==> src/rtl/req_gbf_mc.sv <==
// Multi-channel GBF request generator: per-bank epoch counters, fill level, watermark FSMs, round-robin request port.
// Optional build macro REQ_GBF_MC_ERR_EN adds the sticky per-channel overflow/underflow flag Err.
module req_gbf_mc #(
    parameter int NUM_CH    = 4,
    parameter int DEPTH     = 128,
    parameter int CNT_WIDTH = 4,
    parameter int AW        = $clog2(DEPTH),
    parameter int LW        = AW + 1,
    parameter int CW        = $clog2(NUM_CH)
) (
    input  logic                 clk,
    input  logic                 rst_n,
    input  logic                 Reset,
    input  logic [NUM_CH-1:0]    EnWr,
    input  logic [NUM_CH*AW-1:0] AddrWr,
    input  logic [NUM_CH-1:0]    EnRd,
    input  logic [NUM_CH*AW-1:0] AddrRd,
    input  logic [NUM_CH-1:0]    CfgMode,
    input  logic [LW-1:0]        CfgLow,
    input  logic [LW-1:0]        CfgHigh,
    output logic                 ReqVld,
    output logic [CW-1:0]        ReqCh,
    input  logic                 Ack,
    output logic [NUM_CH*LW-1:0] Level
`ifdef REQ_GBF_MC_ERR_EN
    ,
    output logic [NUM_CH-1:0]    Err
`endif
);

    localparam int PW = CNT_WIDTH + AW;

    typedef enum logic [1:0] {
        CH_IDLE,
        CH_PEND,
        CH_SERV
    } ch_state_t;

    logic [CNT_WIDTH-1:0] cnt_wr [NUM_CH];
    logic [CNT_WIDTH-1:0] cnt_rd [NUM_CH];
    ch_state_t            state  [NUM_CH];
    logic [CW-1:0]        last_grant;

    logic [PW-1:0]        wr_ptr [NUM_CH];
    logic [PW-1:0]        rd_ptr [NUM_CH];
    logic [LW-1:0]        lvl    [NUM_CH];
    logic [NUM_CH-1:0]    wr_wrap, rd_wrap, trig, rel, pend;
    logic                 hs, can_issue, sel_vld;
    logic [CW-1:0]        sel_ch;

    // Epoch-extended pointers make the subtraction immune to both address and epoch wrap.
    always_comb begin
        for (int i = 0; i < NUM_CH; i++) begin
            wr_ptr[i]  = {cnt_wr[i], AddrWr[i*AW +: AW]};
            rd_ptr[i]  = {cnt_rd[i], AddrRd[i*AW +: AW]};
            lvl[i]     = LW'(wr_ptr[i] - rd_ptr[i]);
            wr_wrap[i] = EnWr[i] && (AddrWr[i*AW +: AW] == AW'(DEPTH - 1));
            rd_wrap[i] = EnRd[i] && (AddrRd[i*AW +: AW] == AW'(DEPTH - 1));
            trig[i]    = CfgMode[i] ? (lvl[i] <= CfgLow)  : (lvl[i] >= CfgHigh);
            rel[i]     = CfgMode[i] ? (lvl[i] >= CfgHigh) : (lvl[i] <= CfgLow);
        end
    end

    assign hs        = ReqVld && Ack;
    assign can_issue = !ReqVld || hs;

    // NOTE: every variable written in always_comb gets a default first, so no path can infer a latch.
    always_comb begin
        int idx;
        idx     = 0;
        sel_vld = 1'b0;
        sel_ch  = '0;
        for (int i = 0; i < NUM_CH; i++)
            pend[i] = (state[i] == CH_PEND) && !(hs && (ReqCh == CW'(i)));
        for (int k = 1; k <= NUM_CH; k++) begin
            idx = (int'(last_grant) + k) % NUM_CH;
            if (!sel_vld && pend[CW'(idx)]) begin
                sel_vld = 1'b1;
                sel_ch  = CW'(idx);
            end
        end
    end

    // NOTE: sequential state uses non-blocking assignments so all registers update from pre-edge values.
    always_ff @(posedge clk or negedge rst_n) begin
        if (!rst_n) begin
            for (int i = 0; i < NUM_CH; i++) begin
                cnt_wr[i] <= '0;
                cnt_rd[i] <= '0;
                state[i]  <= CH_IDLE;
            end
            Level <= '0;
        end else if (Reset) begin
            for (int i = 0; i < NUM_CH; i++) begin
                cnt_wr[i] <= '0;
                cnt_rd[i] <= '0;
                state[i]  <= CH_IDLE;
            end
            Level <= '0;
        end else begin
            for (int i = 0; i < NUM_CH; i++) begin
                if (wr_wrap[i]) cnt_wr[i] <= cnt_wr[i] + CNT_WIDTH'(1);
                if (rd_wrap[i]) cnt_rd[i] <= cnt_rd[i] + CNT_WIDTH'(1);
                Level[i*LW +: LW] <= lvl[i];
                case (state[i])
                    CH_IDLE: if (trig[i]) state[i] <= CH_PEND;
                    CH_PEND: if (hs && (ReqCh == CW'(i))) state[i] <= CH_SERV;
                    CH_SERV: if (rel[i]) state[i] <= CH_IDLE;
                    default: state[i] <= CH_IDLE;
                endcase
            end
        end
    end

    // Request stays frozen until accepted; a new pick happens only when the port is free.
    always_ff @(posedge clk or negedge rst_n) begin
        if (!rst_n) begin
            ReqVld     <= 1'b0;
            ReqCh      <= '0;
            last_grant <= CW'(NUM_CH - 1);
        end else if (Reset) begin
            ReqVld     <= 1'b0;
            ReqCh      <= '0;
            last_grant <= CW'(NUM_CH - 1);
        end else if (can_issue) begin
            ReqVld <= sel_vld;
            if (sel_vld) begin
                ReqCh      <= sel_ch;
                last_grant <= sel_ch;
            end
        end
    end

`ifdef REQ_GBF_MC_ERR_EN
    always_ff @(posedge clk or negedge rst_n) begin
        if (!rst_n) begin
            Err <= '0;
        end else if (Reset) begin
            Err <= '0;
        end else begin
            for (int i = 0; i < NUM_CH; i++)
                if ((EnWr[i] && (lvl[i] == LW'(DEPTH))) || (EnRd[i] && (lvl[i] == '0)))
                    Err[i] <= 1'b1;
        end
    end
`endif

endmodule

==> config.mk <==
export PLATFORM = sky130hd
export DESIGN_NAME = req_gbf_mc
export DESIGN_NICKNAME = d
export VERILOG_FILES = /design/src/rtl/req_gbf_mc.sv
export SDC_FILE = /design/constraint.sdc
export NUM_CORES = 1
export LEC_CHECK = 0
export BUFFER_PORTS_ARGS = -buffer_cell sky130_fd_sc_hd__buf_2
export CORE_ASPECT_RATIO = 0.6
export CORE_MARGIN = 5
export CORE_UTILIZATION = 50
export DETAILED_ROUTE_END_ITERATION = 6
export PLACE_DENSITY = 0.76
export SKIP_CTS_REPAIR_TIMING = 1
export SLEW_MARGIN = 10
export SYNTH_ARGS = -nofsm -noshare
export SYNTH_HDL_FRONTEND = slang
export SYNTH_SLANG_ARGS = --single-unit
==> constraint.sdc <==
create_clock -name clk -period 2.4 [get_ports clk]
set_clock_uncertainty 0.05 [all_clocks]
set_input_delay 0.12 -clock clk [delete_from_list [all_inputs] [get_ports clk]]
set_output_delay 0.12 -clock clk [all_outputs]
set_load 0.01 [all_outputs]
# Word-level counts from Yosys, hierarchy flattened
# Cells that the tools add are included.
# totals
register_bits	77
# classes
n_addsub	16
n_lt_le_gt_ge	12
n_eq_ne	31
mux	62
reduce_logical	49
# ops
op	n
$eq A7 B7 Y1 const B	8
$mux W2	20
$add A4 B1 Y4 const B	8
$ge A8 B8 Y1	4
$le A8 B8 Y1	4
$mux W16	2
$mux W32	1
$mux W4	8
$sub A8 B8 Y8	4
$ne A3 B3 Y1 const B	8
$pmux W2 S3	4
$mux W1	22
$logic_and A1 B1 Y1	20
$reduce_bool A2 Y1	10
$lt A2 B4 Y1 const B	4
$eq A2 B2 Y1 const B	6
$ne A3 B2 Y1 const B	4
$reduce_and A3 Y1	4
$eq A2 B1 Y1 const B	5
$logic_not A2 Y1	5
$bmux W1 S2	4
$logic_not A1 Y1	8
$mux W8	1
$add A2 B1 Y2 const B	2
3 further kinds	4

# Longest topological paths before layout
# logic_depth
ltp_word	20
mapped_depth	15
ltp_nobuf	15

# Worst setup path after synthesis
# No wires, ideal clock.
# synth_path
kind	in2reg
startpoint	in AddrWr[21]
endpoint	reg state[1] in the netlist's numbering
setup_ns	0.130
t_arrival_ns	2.405
slack_ns	-0.184
stages	14
path_buffers	0
path_cell_list	inv_1 -> ha_1 -> inv_1 -> fa_1 -> a21o_1 -> a21oi_1 -> o21bai_1 -> mux2i_1 -> nand2_1 -> ha_1 -> nand4_1 -> o31a_1 -> a41oi_1 -> o31ai_1
# synth_via
elab_chain_len	5
# synth_rtl
element	line	text
start, declared	15	input logic [NUM_CH*AW-1:0] AddrWr,
$sub A8 B8 Y8 (*)	56	lvl[i] = LW'(wr_ptr[i] - rd_ptr[i]);
$le A8 B8 Y1 or $ge A8 B8 Y1 (tied branches)	59, 60	
$mux W1 (on tied branches)	60, 59	
$ne A3 B3 Y1 (no source line)	-	
$reduce_and A3 Y1 (no source line) (*)	-	
end signal, assigned by index	90	state[i] <= CH_IDLE;
end signal, assigned by index	97	state[i] <= CH_IDLE;
end signal, assigned by index	106	CH_IDLE: if (trig[i]) state[i] <= CH_PEND;
end, declared	41	ch_state_t state [NUM_CH];
# Every way passes the cells marked *; elsewhere a longest branch is shown, timed or not.
# A chain may end at the register's enable or synchronous reset.

# Worst setup path in the final report
# layout_path
startpoint	in AddrWr[21]
endpoint	reg state[0] in the netlist's numbering
# Same word-level chain as after synthesis.

==> impl_metrics.py <==
metrics = {
    "global_routing": {
        "grt_pass1_vias": 5322,
        "grtUsageTotal_pct": 25.8,
        "grt_max_degree": 39,
        "met1_usage_pct": 35.1,
        "grt_pass1_wl_um": 25500,
        "use_met3_pct": 4.66,
        "grt_use_met2_pct": 43.7,
        "top_usage_layer": "met2",
        "grt_antenna_before_repair": 1,
        "overflow": 0,
    },
    "floorplan": {
        "die_area_um2": 12100,
        "start_util_pct": 50.8,
        "core.rowCount": 28,
        "core_um2": 9810,
        "dieHeight_um": 87.3,
        "ios": 123,
        "fp.dieW_um": 139,
    },
    "synth": {
        "async_flop_share_pct": 100,
        "yosys.cell_types.count": 48,
        "synth_top_family_by_area": "adder cells",
        "ys_seq_elements": 53,
        "synth_warnings": 0,
        "synth-compound-area-share_pct": 18.5,
        "ys.flop_type": "dfrtp_1",
        "synth.top_cell.area_share_pct": 25.6,
        "synth_area_um2": 4980,
        "synth_cells": 569,
        "ys_seq_area_share_pct": 26.7,
        "synth-xor-area-share_pct": 3.16,
        "synth_nets": 753,
        "yosysTopAreaCell": "dfrtp_1",
        "netlist_top_cells_count": "ha_1 (92), inv_1 (67), a21oi_1 (54)",
        "synth.most_common_cell": "ha_1",
        "synthSimpleGateAreaFrac_pct": 19.4,
        "synth_edf_count": 0,
        "muxShareOfSynthArea_pct": 1.96,
        "avgSynthCellArea_um2": 8.76,
        "synth_fa_ha_area_share_pct": 24.7,
        "synthTopCellsByArea": "dfrtp_1 (26%), ha_1 (23%), a21oi_1 (5.4%), inv_1 (5.0%), nor2b_1 (4.3%)",
    },
    "worst_setup_path": {
        "worstPathRequired_ns": 2.54,
        "critical_path_cell_count": 15,
        "cp_slowest_cell": "fa_2",
        "r2r_cells": 8,
        "rrSetupSlack_ns": 0.08,
        "cp_top_family": "compound AO/OA/AOI/OAI gates",
        "critPathLaunch": "AddrWr[21]",
        "cp_num_buf_inv": 3,
        "worstSetupStartpointType": "primary input",
        "crit_fanout": 2,
        "critPathKind": "primary input to flop",
        "cp-end-kind": "flop",
        "crit_chain": "buf_8, inv_4, ha_4, inv_2, fa_2, a21o_1, a21oi_2, o21bai_1, mux2i_1, nand2_2, ha_4, nand4_1, a21oi_1, o22ai_1, a31o_2",
        "cpMostUsedCell": "ha_4",
        "timing.rr.start": "cnt_rd[4]",
        "arrival_ns": 2.68,
        "cpPeakStageDelay_ns": 0.37,
    },
    "clock_network": {
        "root_buffer": "clkbuf_16",
        "cts_tree": "yes",
        "cts_num_sinks": 53,
        "insertion_delay_ns": 0.30,
        "cts_buffer_depth": 2,
        "htree_levels": 2,
        "clkTransAtPathRegs_ns": 0.08,
        "cts_buffers": 5,
    },
    "layout": {
        "layoutNonFillerInstCount": 941,
        "finish.utilization_pct": 73.7,
        "diodes": 0,
        "layout.nets": 989,
        "stdcell_area_um2": 7230,
        "fill_cells": 729,
        "syn_to_final_growth_pct": 45.1,
        "layout-drive-gt1-share_pct": 40.6,
    },
    "min_path": {
        "hp-class": "primary input to flop",
        "hp-start": "CfgMode[2]",
        "hold_depth": 2,
    },
    "timing": {
        "rsz0062_at_grt": "yes",
        "timing.fmax_mhz": 393,
        "max_slew.worst_pin.slew_ns": 0.927,
        "period_share_pct": 106,
        "slew_violations": 0,
        "slew_headroom_pct": 38.2,
        "hold_viol": 0,
        "fin_crit_ns": 2.55,
        "setup_viol": 3,
        "final.setup.tns_ns": -0.329,
        "setup_ws_ns": -0.145,
        "whs_ns": 0.00708,
    },
    "detailed_routing": {
        "drt-initial-drc-count": 394,
        "vias_per_cell": 5.68,
        "drt_first_pass_iters": 6,
        "ant_nets": 0,
        "post_drt_wl_per_cell_um": 17.7,
        "via_count": 5348,
        "drc": 0,
        "wl_um": 16600,
    },
    "outcome": {
        "status": "complete, but fails checks",
        "violations": "negative setup slack",
    },
    "placement": {
        "dp.cells": 921,
        "place.gp.congestion": 0.890,
        "io_buffers": 122,
        "post-place-ws_ns": -0.405,
        "dp_hpwl_um": 12600,
        "dpl_cell_area_um2": 6640,
    },
    "power_and_ir_drop": {
        "ir_drop_v": 0.000392,
        "p_leak_nw": 3.67,
        "p_per_area_nw_per_um2": 567,
        "power.total_mw": 4.10,
    },
    "job": {
        "maxCapViolCount": 0,
    },
}
## worst register-to-register path, cell delays in order (launching register included)
cell     delay (ns)
dfrtp_1        0.40
xor2_1         0.28
xor2_1         0.31
ha_1           0.33
a21oi_1        0.16
o21a_1         0.13
o31a_1         0.20
o22ai_1        0.11
a31o_2         0.24
## final timing paths
| kind | endpoint |
|---|---|
| worst max-delay path | state[0] |
| worst min-delay path | state[3] |
| worst max register to register | state[2] |
| worst min register to register | last_grant[0] |
| max in group asynchronous | Level[8] |
| min in group asynchronous | cnt_rd[12] |
## sequential cells by signal, indices dropped and copies added, names as in the netlist
register	cells
Level	32
ReqCh	2
ReqVld	1
cnt_rd	4
cnt_wr	4
last_grant	2
state	8
## cells by family after synthesis
group           after synthesis
compound gates              146
xor+xnor                     18
fa+ha+maj                    96
buf+inv                      74
flops                        53
mux                           9
simple gates                173
## metal layers
layer | up-vias | share of wire, %
li1 | 2551 | -
met1 | 2523 | 45
met2 | 236 | 46
met3 | 36 | 7.0
met4 | 2 | 1.7
met5 | - | 0.078
## power breakdown
part | switching [mW] | total, mW | internal (mW)
Combinational | 1.09 | 2.11 | 1.01
Clock | 0.361 | 0.857 | 0.496
Sequential | 0.109 | 1.14 | 1.03
## cells in the final DEF, fill, tap and decap left out, types with 5 or more instances in the layout
| cell type | count |
|---|---|
| o22ai_1 | 6 |
| o211ai_1 | 8 |
| buf_4 | 116 |
| or4_1 | 5 |
| a21oi_1 | 42 |
| inv_1 | 58 |
| nand3_1 | 5 |
| o21a_1 | 10 |
| nand4_1 | 29 |
| a21oi_2 | 12 |
| buf_2 | 115 |
| nand2b_1 | 10 |
| a21o_1 | 5 |
| or3_1 | 8 |
| xor2_1 | 13 |
| nor2b_1 | 34 |
| nor3_1 | 10 |
| ha_4 | 13 |
| nand2_1 | 21 |
| nor2_1 | 27 |
| clkbuf_16 | 5 |
| ha_1 | 79 |
| o21ai_0 | 13 |
| o21bai_1 | 5 |
| o22ai_2 | 6 |
| dfrtp_1 | 51 |
## layout make-up
cell class | instances | area [µm²] | area share (%)
multi-input combinational | 442 | 3770 | 52.1
timing repair buffer | 236 | 1520 | 21.0
sequential | 53 | 1330 | 18.4
inverter | 67 | 279 | 3.86
tap | 135 | 169 | 2.34
clock buffer | 6 | 129 | 1.78
clock inverter | 2 | 38.8 | 0.536
Power figures use the tool's default switching activity.
